--- config.mk ---
export PLATFORM = sky130hd
export DESIGN_NAME = oled_screen_scheduler
export DESIGN_NICKNAME = d
export VERILOG_FILES = /design/src/rtl/oled_pkg.sv /design/src/rtl/oled_pixel_xy.sv /design/src/rtl/oled_screen_scheduler.sv
export SDC_FILE = /design/constraint.sdc
export NUM_CORES = 1
export LEC_CHECK = 0
export CAP_MARGIN = 30
export CORE_MARGIN = 2
export CORE_UTILIZATION = 45
export DETAILED_ROUTE_END_ITERATION = 10
export PLACE_DENSITY = 0.82
export SYNTH_ARGS = -nofsm -noshare
export SYNTH_HDL_FRONTEND = slang
export SYNTH_SLANG_ARGS = --single-unit
export TNS_END_PERCENT = 50
--- constraint.sdc ---
create_clock -name clk -period 4.9 [get_ports clk]
set_input_delay 1.47 -clock clk [delete_from_list [all_inputs] [get_ports clk]]
set_output_delay 1.47 -clock clk [all_outputs]
set_load 0.01 [all_outputs]
--- src/rtl/oled_pkg.sv ---
// ---------------------------------------------------------------------------
// oled_pkg
// Shared definitions for the 96x64 OLED screen path.
//   - Panel geometry (width, height, pixel count).
//   - RGB565 colour constants used by the scheduler and the renderers.
//   - Screen-scheduler state encoding.
//   - in_frame(): true when a pixel index addresses a real panel pixel.
// ---------------------------------------------------------------------------
package oled_pkg;

  localparam int OLED_W      = 96;
  localparam int OLED_H      = 64;
  localparam int OLED_PIXELS = OLED_W * OLED_H;

  // RGB565 colours
  localparam logic [15:0] BLACK   = 16'h0000;
  localparam logic [15:0] WHITE   = 16'hFFFF;
  localparam logic [15:0] RED     = 16'hF800;
  localparam logic [15:0] GREEN   = 16'h07E0;
  localparam logic [15:0] BLUE    = 16'h001F;
  localparam logic [15:0] MAGENTA = 16'hF81F;
  localparam logic [15:0] CYAN    = 16'h07FF;
  localparam logic [15:0] YELLOW  = 16'hFFE0;

  // IDLE: waiting for the first frame, SHOW: a renderer drives the panel,
  // BLANK: black frames between two screens.
  typedef enum logic [1:0] {
    IDLE  = 2'd0,
    SHOW  = 2'd1,
    BLANK = 2'd2
  } screen_state_t;

  // The OLED driver may present indices past the last pixel; those are
  // treated as off-panel.
  function automatic logic in_frame(input logic [12:0] idx);
    return idx < 13'(OLED_PIXELS);
  endfunction

endpackage

--- src/rtl/oled_pixel_xy.sv ---
// ---------------------------------------------------------------------------
// oled_pixel_xy
// Converts a row-major pixel index into panel coordinates.
// Off-panel indices (>= 6144) report x=0, y=0 and valid=0 so that renderers
// and the scheduler can blank them.
// Ports:
//   pixel_index  in  13  row-major pixel index from the OLED driver
//   x            out  7  column, pixel_index % 96
//   y            out  6  row, pixel_index / 96
//   valid        out  1  pixel_index addresses a real panel pixel
// ---------------------------------------------------------------------------
module oled_pixel_xy
  import oled_pkg::*;
(
  input  logic [12:0] pixel_index,
  output logic [6:0]  x,
  output logic [5:0]  y,
  output logic        valid
);

  always_comb begin
    valid = in_frame(pixel_index);
    x     = '0;
    y     = '0;
    if (valid) begin
      x = 7'(pixel_index % 13'(OLED_W));
      y = 6'(pixel_index / 13'(OLED_W));
    end
  end

endmodule

--- src/rtl/oled_screen_scheduler.sv ---
// ---------------------------------------------------------------------------
// oled_screen_scheduler
// Chooses which of NUM_SCREENS renderers drives the OLED pixel stream.
// Screen changes happen only on frame boundaries and are separated by
// BLANK_FRAMES whole black frames. With auto_en high, each screen is shown
// for AUTO_FRAMES frames before the scheduler advances to the next one.
// Ports:
//   clk            in   1       system clock
//   rst_n          in   1       asynchronous active-low reset
//   frame_begin    in   1       pulse when pixel_index returns to 0
//   pixel_index    in   13      current pixel from the OLED driver
//   req            in   N       screen request pulses, lowest index wins
//   auto_en        in   1       enables auto-advance
//   screen_data    in   16*N    renderer colours, slice i = screen i
//   x, y           out  7/6     coordinates of pixel_index for the renderers
//   oled_data      out  16      registered colour, 1 clk after pixel_index
//   active_screen  out  SW      screen shown (or the target while blanking)
//   switching      out  1       high while blanking between screens
// ---------------------------------------------------------------------------
module oled_screen_scheduler
  import oled_pkg::*;
#(
  parameter  int NUM_SCREENS  = 4,
  parameter  int BLANK_FRAMES = 2,
  parameter  int AUTO_FRAMES  = 120,
  localparam int SW           = $clog2(NUM_SCREENS)
) (
  input  logic                      clk,
  input  logic                      rst_n,
  input  logic                      frame_begin,
  input  logic [12:0]               pixel_index,
  input  logic [NUM_SCREENS-1:0]    req,
  input  logic                      auto_en,
  input  logic [16*NUM_SCREENS-1:0] screen_data,
  output logic [6:0]                x,
  output logic [5:0]                y,
  output logic [15:0]               oled_data,
  output logic [SW-1:0]             active_screen,
  output logic                      switching
);

  localparam int FW = $clog2(AUTO_FRAMES + 1);
  localparam int BW = $clog2(BLANK_FRAMES + 1);

  screen_state_t   state;
  screen_state_t   state_nxt;
  logic [SW-1:0]   active_nxt;
  logic [SW-1:0]   pending;
  logic            pend_vld;
  logic [SW-1:0]   req_idx;
  logic            req_any;
  logic [FW-1:0]   frame_cnt;
  logic [BW-1:0]   blank_cnt;
  logic            pix_valid;
  logic            req_switch;
  logic            auto_adv;
  logic            blank_done;
  logic            blank_retarget;
  logic [15:0]     pixel_nxt;
  logic [15:0]     slices [NUM_SCREENS];

  // Coordinates go straight to the renderers; the valid flag blanks
  // off-panel indices in the output register.
  oled_pixel_xy u_pixel_xy (
    .pixel_index (pixel_index),
    .x           (x),
    .y           (y),
    .valid       (pix_valid)
  );

  // Lowest set request bit wins when several arrive together.
  always_comb begin
    req_any = |req;
    req_idx = '0;
    for (int i = NUM_SCREENS - 1; i >= 0; i--) begin
      if (req[i]) req_idx = SW'(i);
    end
  end

  // Frame-boundary decisions. They use the pending request registered
  // before this cycle, so a request arriving together with frame_begin is
  // only acted on at the following frame boundary.
  always_comb begin
    req_switch     = frame_begin && (state == SHOW) && pend_vld &&
                     (pending != active_screen);
    auto_adv       = frame_begin && (state == SHOW) && !pend_vld && auto_en &&
                     (frame_cnt == FW'(AUTO_FRAMES - 1));
    blank_done     = frame_begin && (state == BLANK) &&
                     (blank_cnt == BW'(BLANK_FRAMES - 1));
    blank_retarget = frame_begin && (state == BLANK) && pend_vld;

    state_nxt = state;
    case (state)
      IDLE:    if (frame_begin) state_nxt = SHOW;
      SHOW:    if (req_switch || auto_adv) state_nxt = BLANK;
      BLANK:   if (blank_done) state_nxt = SHOW;
      default: state_nxt = IDLE;
    endcase

    active_nxt = active_screen;
    if (req_switch || blank_retarget) begin
      active_nxt = pending;
    end else if (auto_adv) begin
      active_nxt = (active_screen == SW'(NUM_SCREENS - 1)) ? '0
                                                            : active_screen + SW'(1);
    end
  end

  // The pixel register looks at the state and screen that take effect on
  // this edge, so pixel 0 of each frame already belongs to the new screen
  // (or to the blanking) and every blank frame is black from its first pixel.
  always_comb begin
    for (int i = 0; i < NUM_SCREENS; i++) begin
      slices[i] = screen_data[i*16 +: 16];
    end
    pixel_nxt = BLACK;
    if (pix_valid && (state_nxt == SHOW)) pixel_nxt = slices[active_nxt];
  end

  // Scheduler FSM with its counters, request capture and output registers.
  // A new request always lands after the frame-boundary bookkeeping so a
  // request in a frame_begin cycle survives the pend_vld clear.
  always_ff @(posedge clk or negedge rst_n) begin
    if (!rst_n) begin
      state         <= IDLE;
      active_screen <= '0;
      pending       <= '0;
      pend_vld      <= 1'b0;
      frame_cnt     <= '0;
      blank_cnt     <= '0;
      oled_data     <= BLACK;
      switching     <= 1'b0;
    end else begin
      state         <= state_nxt;
      active_screen <= active_nxt;
      switching     <= (state_nxt == BLANK);
      oled_data     <= pixel_nxt;

      if (frame_begin) begin
        case (state)
          IDLE: begin
            frame_cnt <= '0;
          end
          SHOW: begin
            if (pend_vld) begin
              pend_vld <= 1'b0;
              if (req_switch) blank_cnt <= '0;
            end else if (auto_adv) begin
              blank_cnt <= '0;
            end else if (!auto_en) begin
              frame_cnt <= '0;
            end else if (frame_cnt != FW'(AUTO_FRAMES - 1)) begin
              frame_cnt <= frame_cnt + FW'(1);
            end
          end
          BLANK: begin
            if (pend_vld) pend_vld <= 1'b0;
            if (blank_done) frame_cnt <= '0;
            else            blank_cnt <= blank_cnt + BW'(1);
          end
          default: begin
          end
        endcase
      end

      if (req_any) begin
        pending  <= req_idx;
        pend_vld <= 1'b1;
      end
    end
  end

endmodule

==> results.py <==
metrics = {
    "setup_path": {
        "cpPeakStageDelay_ns": 0.50,
        "start_kind": "input pin",
        "path_cells": "clkdlybuf4s15_1 -> nand2b_1 -> or4b_4 -> o221ai_4 -> nor3_4 -> buf_4 -> a211oi_1 -> nand3_1 -> dlygate4sd2_1",
        "cp.required_ns": 3.43,
        "path_class": "in -> out",
        "critPathSlowestCell": "or4b_4",
        "arrival_ns": 3.38,
        "crit_family": "simple AND/OR/NAND/NOR gates",
        "crit_path_end_kind": "output port",
        "cp_max_fo": 5,
        "crit_buf_inv": 3,
    },
    "power": {
        "p_leak_nw": 1.85,
        "powerDensity_mw_per_mm2": 363,
        "vdd_drop_max_mv": 0.170,
    },
    "timing": {
        "setup_viol": 0,
        "finalHoldViolCount": 0,
        "fin_crit_sh_pct": 98.9,
        "period_needed_ns": 4.85,
        "worst_pin_slew_ns": 0.696,
        "relSlewSlack_pct": 53.6,
        "tns_ns": 0,
        "maxSlewViolCount": 0,
        "rsz0062_at_grt": "false",
        "finClkSkew_ns": 0.00370,
        "max_freq_ghz": 0.206,
    },
    "global_route": {
        "grt.overflow.total": 0,
        "grt_pass1_vias": 3519,
        "grt_pass1_wl_um": 16400,
        "grt_max_degree": 34,
        "track_usage_pct": 27.1,
        "antenna_found_initial": 0,
    },
    "detailed_routing": {
        "wl_per_cell_um": 16.7,
        "drtAntennaViolNets": 0,
        "drtIter0Drc": 314,
        "drcViolationCount": 7,
        "via_count": 3629,
        "routed_wl_um": 9840,
        "drt_first_pass_iters": 8,
        "viasPerCell": 6.16,
    },
    "synth": {
        "ys_seq_area_share_pct": 27.4,
        "synthTopCellsByArea": "dfrtp_1 27%, nor2_1 6.9%, o221ai_1 4.7%",
        "synthArstFlopShare_pct": 100,
        "syn_nets": 472,
        "yosysTopAreaCell": "dfrtp_1",
        "syn_avg_cell_area_um2": 7.93,
        "synthFlopType": "dfrtp_1",
        "synth_cell_types": 62,
        "netlist_instances": 380,
        "synthesis.area_mm2": 0.00301,
        "synth.top_cell.area_share_pct": 27.4,
        "yosys_warnings": 0,
        "synth_edf_count": 0,
        "synth-seq-cells": 33,
    },
    "outcome": {
        "outcome": "complete, but fails checks",
        "failed_checks": "DRC",
    },
    "job": {
        "max-cap-violations": 0,
    },
    "clocking": {
        "h-tree-depth": 2,
        "cts_max_path_buffers": 2,
        "worst_skew_pair.late_latency_ns": 0.29,
        "cts.sinks": 33,
        "numCtsBuffers": 5,
        "hold_buffers": 0,
        "cts_tree": "done",
        "clockRootBuffer": "clkbuf_8",
        "path_clk_slew_ns": 0.07,
    },
    "floorplan": {
        "pin_count": 117,
        "die_h_um": 85.8,
        "die_w_um": 85.8,
        "rows": 29,
        "core_region_area_mm2": 0.00642,
        "start_util_pct": 46.9,
        "dieArea_mm2": 0.00736,
    },
    "final_layout": {
        "fin_nets": 603,
        "final_layout_size_suffix_gt1_share_pct": 14.8,
        "final_core_util_pct": 71.0,
        "fillCellCount": 516,
        "n_antenna_cell": 0,
        "final_cell_area_mm2": 0.00456,
        "syn_to_final_growth_pct": 51.4,
    },
    "placement": {
        "place_congestion": 0.939,
        "dp_hpwl_um": 7270,
        "portBuffers": 116,
        "place_area_mm2": 0.00438,
    },
    "worst_hold_path": {
        "holdCritPathClass": "reg -> reg",
    },
}
-- sequential cells by signal, summed over array words and instances (netlist names) --
name,count
active_screen,2
pending,2
pend_vld,1
switching,1
oled_data,16
frame_cnt,7
blank_cnt,2
state,2
-- routing by layer --
layer | track usage [%] | routed length [um] | vias to the layer above
li1 | - | - | 1697
met1 | 32.7 | 3940 | 1699
met2 | 46.8 | 4770 | 204
met3 | 6.64 | 889 | 29
met4 | 9.81 | 243 | 0
met5 | 0 | 0 | -
-- cell usage in the layout (no fill, tap or decap), types with 15 or more instances in the layout --
| cell type | synthesis | routed |
|---|---|---|
| dfrtp_1 | 33 | 33 |
| clkdlybuf4s50_1 | 0 | 106 |
| o22a_1 | 16 | 16 |
| nor2_1 | 55 | 55 |
| buf_4 | 1 | 35 |
| a211oi_1 | 16 | 16 |
| o221ai_1 | 16 | 15 |
| nand2_1 | 21 | 21 |
| nor4_1 | 20 | 18 |
| o21ai_0 | 26 | 26 |
-- worst paths after layout --
kind                                               start                        to  slack, ns  cells past startpoint
worst max register to register        state[1]$_DFF_PN0_    oled_data[8]$_DFF_PN0_       1.84                      8
worst min-delay path            frame_cnt[6]$_DFFE_PN0P_  frame_cnt[6]$_DFFE_PN0P_       0.50                      1
worst min register to register  frame_cnt[6]$_DFFE_PN0P_  frame_cnt[6]$_DFFE_PN0P_       0.50                      1
min in group asynchronous                          rst_n  frame_cnt[3]$_DFFE_PN0P_       1.58                      2
max in group asynchronous                          rst_n    oled_data[3]$_DFF_PN0_       3.00                      2
worst max-delay path                     pixel_index[12]                      y[0]       0.05                      9
-- what timing repair did --
| action | 4_1_cts | 5_1_grt |
|---|---|---|
| buffers inserted | 3 | 0 |
| setup endpoints to repair | 5 | 4 |
| pin swaps | 4 | 8 |
| gates resized for setup | 25 | 23 |
-- cells in the mapped netlist, types with 6 or more instances --
| library cell | number |
|---|---|
| o22a_1 | 16 |
| a211oi_1 | 16 |
| buf_2 | 11 |
| nand2_1 | 21 |
| and2_1 | 8 |
| mux2i_1 | 6 |
| a21oi_1 | 10 |
| dfrtp_1 | 33 |
| inv_1 | 12 |
| nand3_1 | 8 |
| nor3_1 | 9 |
| o221ai_1 | 16 |
| ha_1 | 7 |
| nor2_1 | 55 |
| clkbuf_1 | 13 |
| nor4_1 | 20 |
| nand2b_1 | 12 |
| o21ai_0 | 26 |
| nor2b_1 | 6 |
-- worst register-to-register path, delay by kind of cell (launching register included) --
| family | cells | cell delay [ns] |
|---|---|---|
| multiplexers | 1 | 0.23 |
| AO/OA/AOI/OAI | 2 | 0.75 |
| AND/OR/NAND/NOR | 3 | 1.03 |
| buffers and inverters | 1 | 0.11 |
| flip-flops | 1 | 0.41 |
| adder cells (fa/ha/maj) | 1 | 0.42 |
-- cells by family after synthesis --
kind of cell / share of synthesized area, %
multiplexers: 3.49
adder cells (fa/ha/maj): 2.91
XOR/XNOR: 1.45
buffers and inverters: 6.44
AO/OA/AOI/OAI: 27.8
flip-flops: 27.4
AND/OR/NAND/NOR: 30.5
-- stage by stage --
step           cells  power (W)  hold slack (ns)  setup WS [ns]
2_1_floorplan    380    0.00107            0.445          0.398
3_3_place_gp     578    0.00137            0.473         -0.547
3_5_place_dp     578    0.00141            0.485         -0.631
4_1_cts          589    0.00165            0.499         0.0168
5_1_grt          589    0.00178            0.510        0.00543
6_report         589    0.00166            0.497         0.0539
-- where the power goes --
group	total [W]	leakage [nW]	switching [W]	internal (W)
registers	0.000383	0.437	0.0000435	0.000339
clock network	0.000229	0.0542	0.000102	0.000127
logic	0.00104	1.36	0.000567	0.000476
-- cell type report --
class | count | area [um^2] | area share [%]
Clock inverter | 1 | 5.00 | 0.110
Multi-Input combinational cell | 306 | 2080 | 45.5
Clock buffer | 7 | 96.3 | 2.11
Inverter | 12 | 45.0 | 0.988
Sequential cell | 33 | 826 | 18.1
Timing Repair Buffer | 153 | 1410 | 31.0
Tap cell | 77 | 96.3 | 2.11
(Power assumes the default switching activity.)
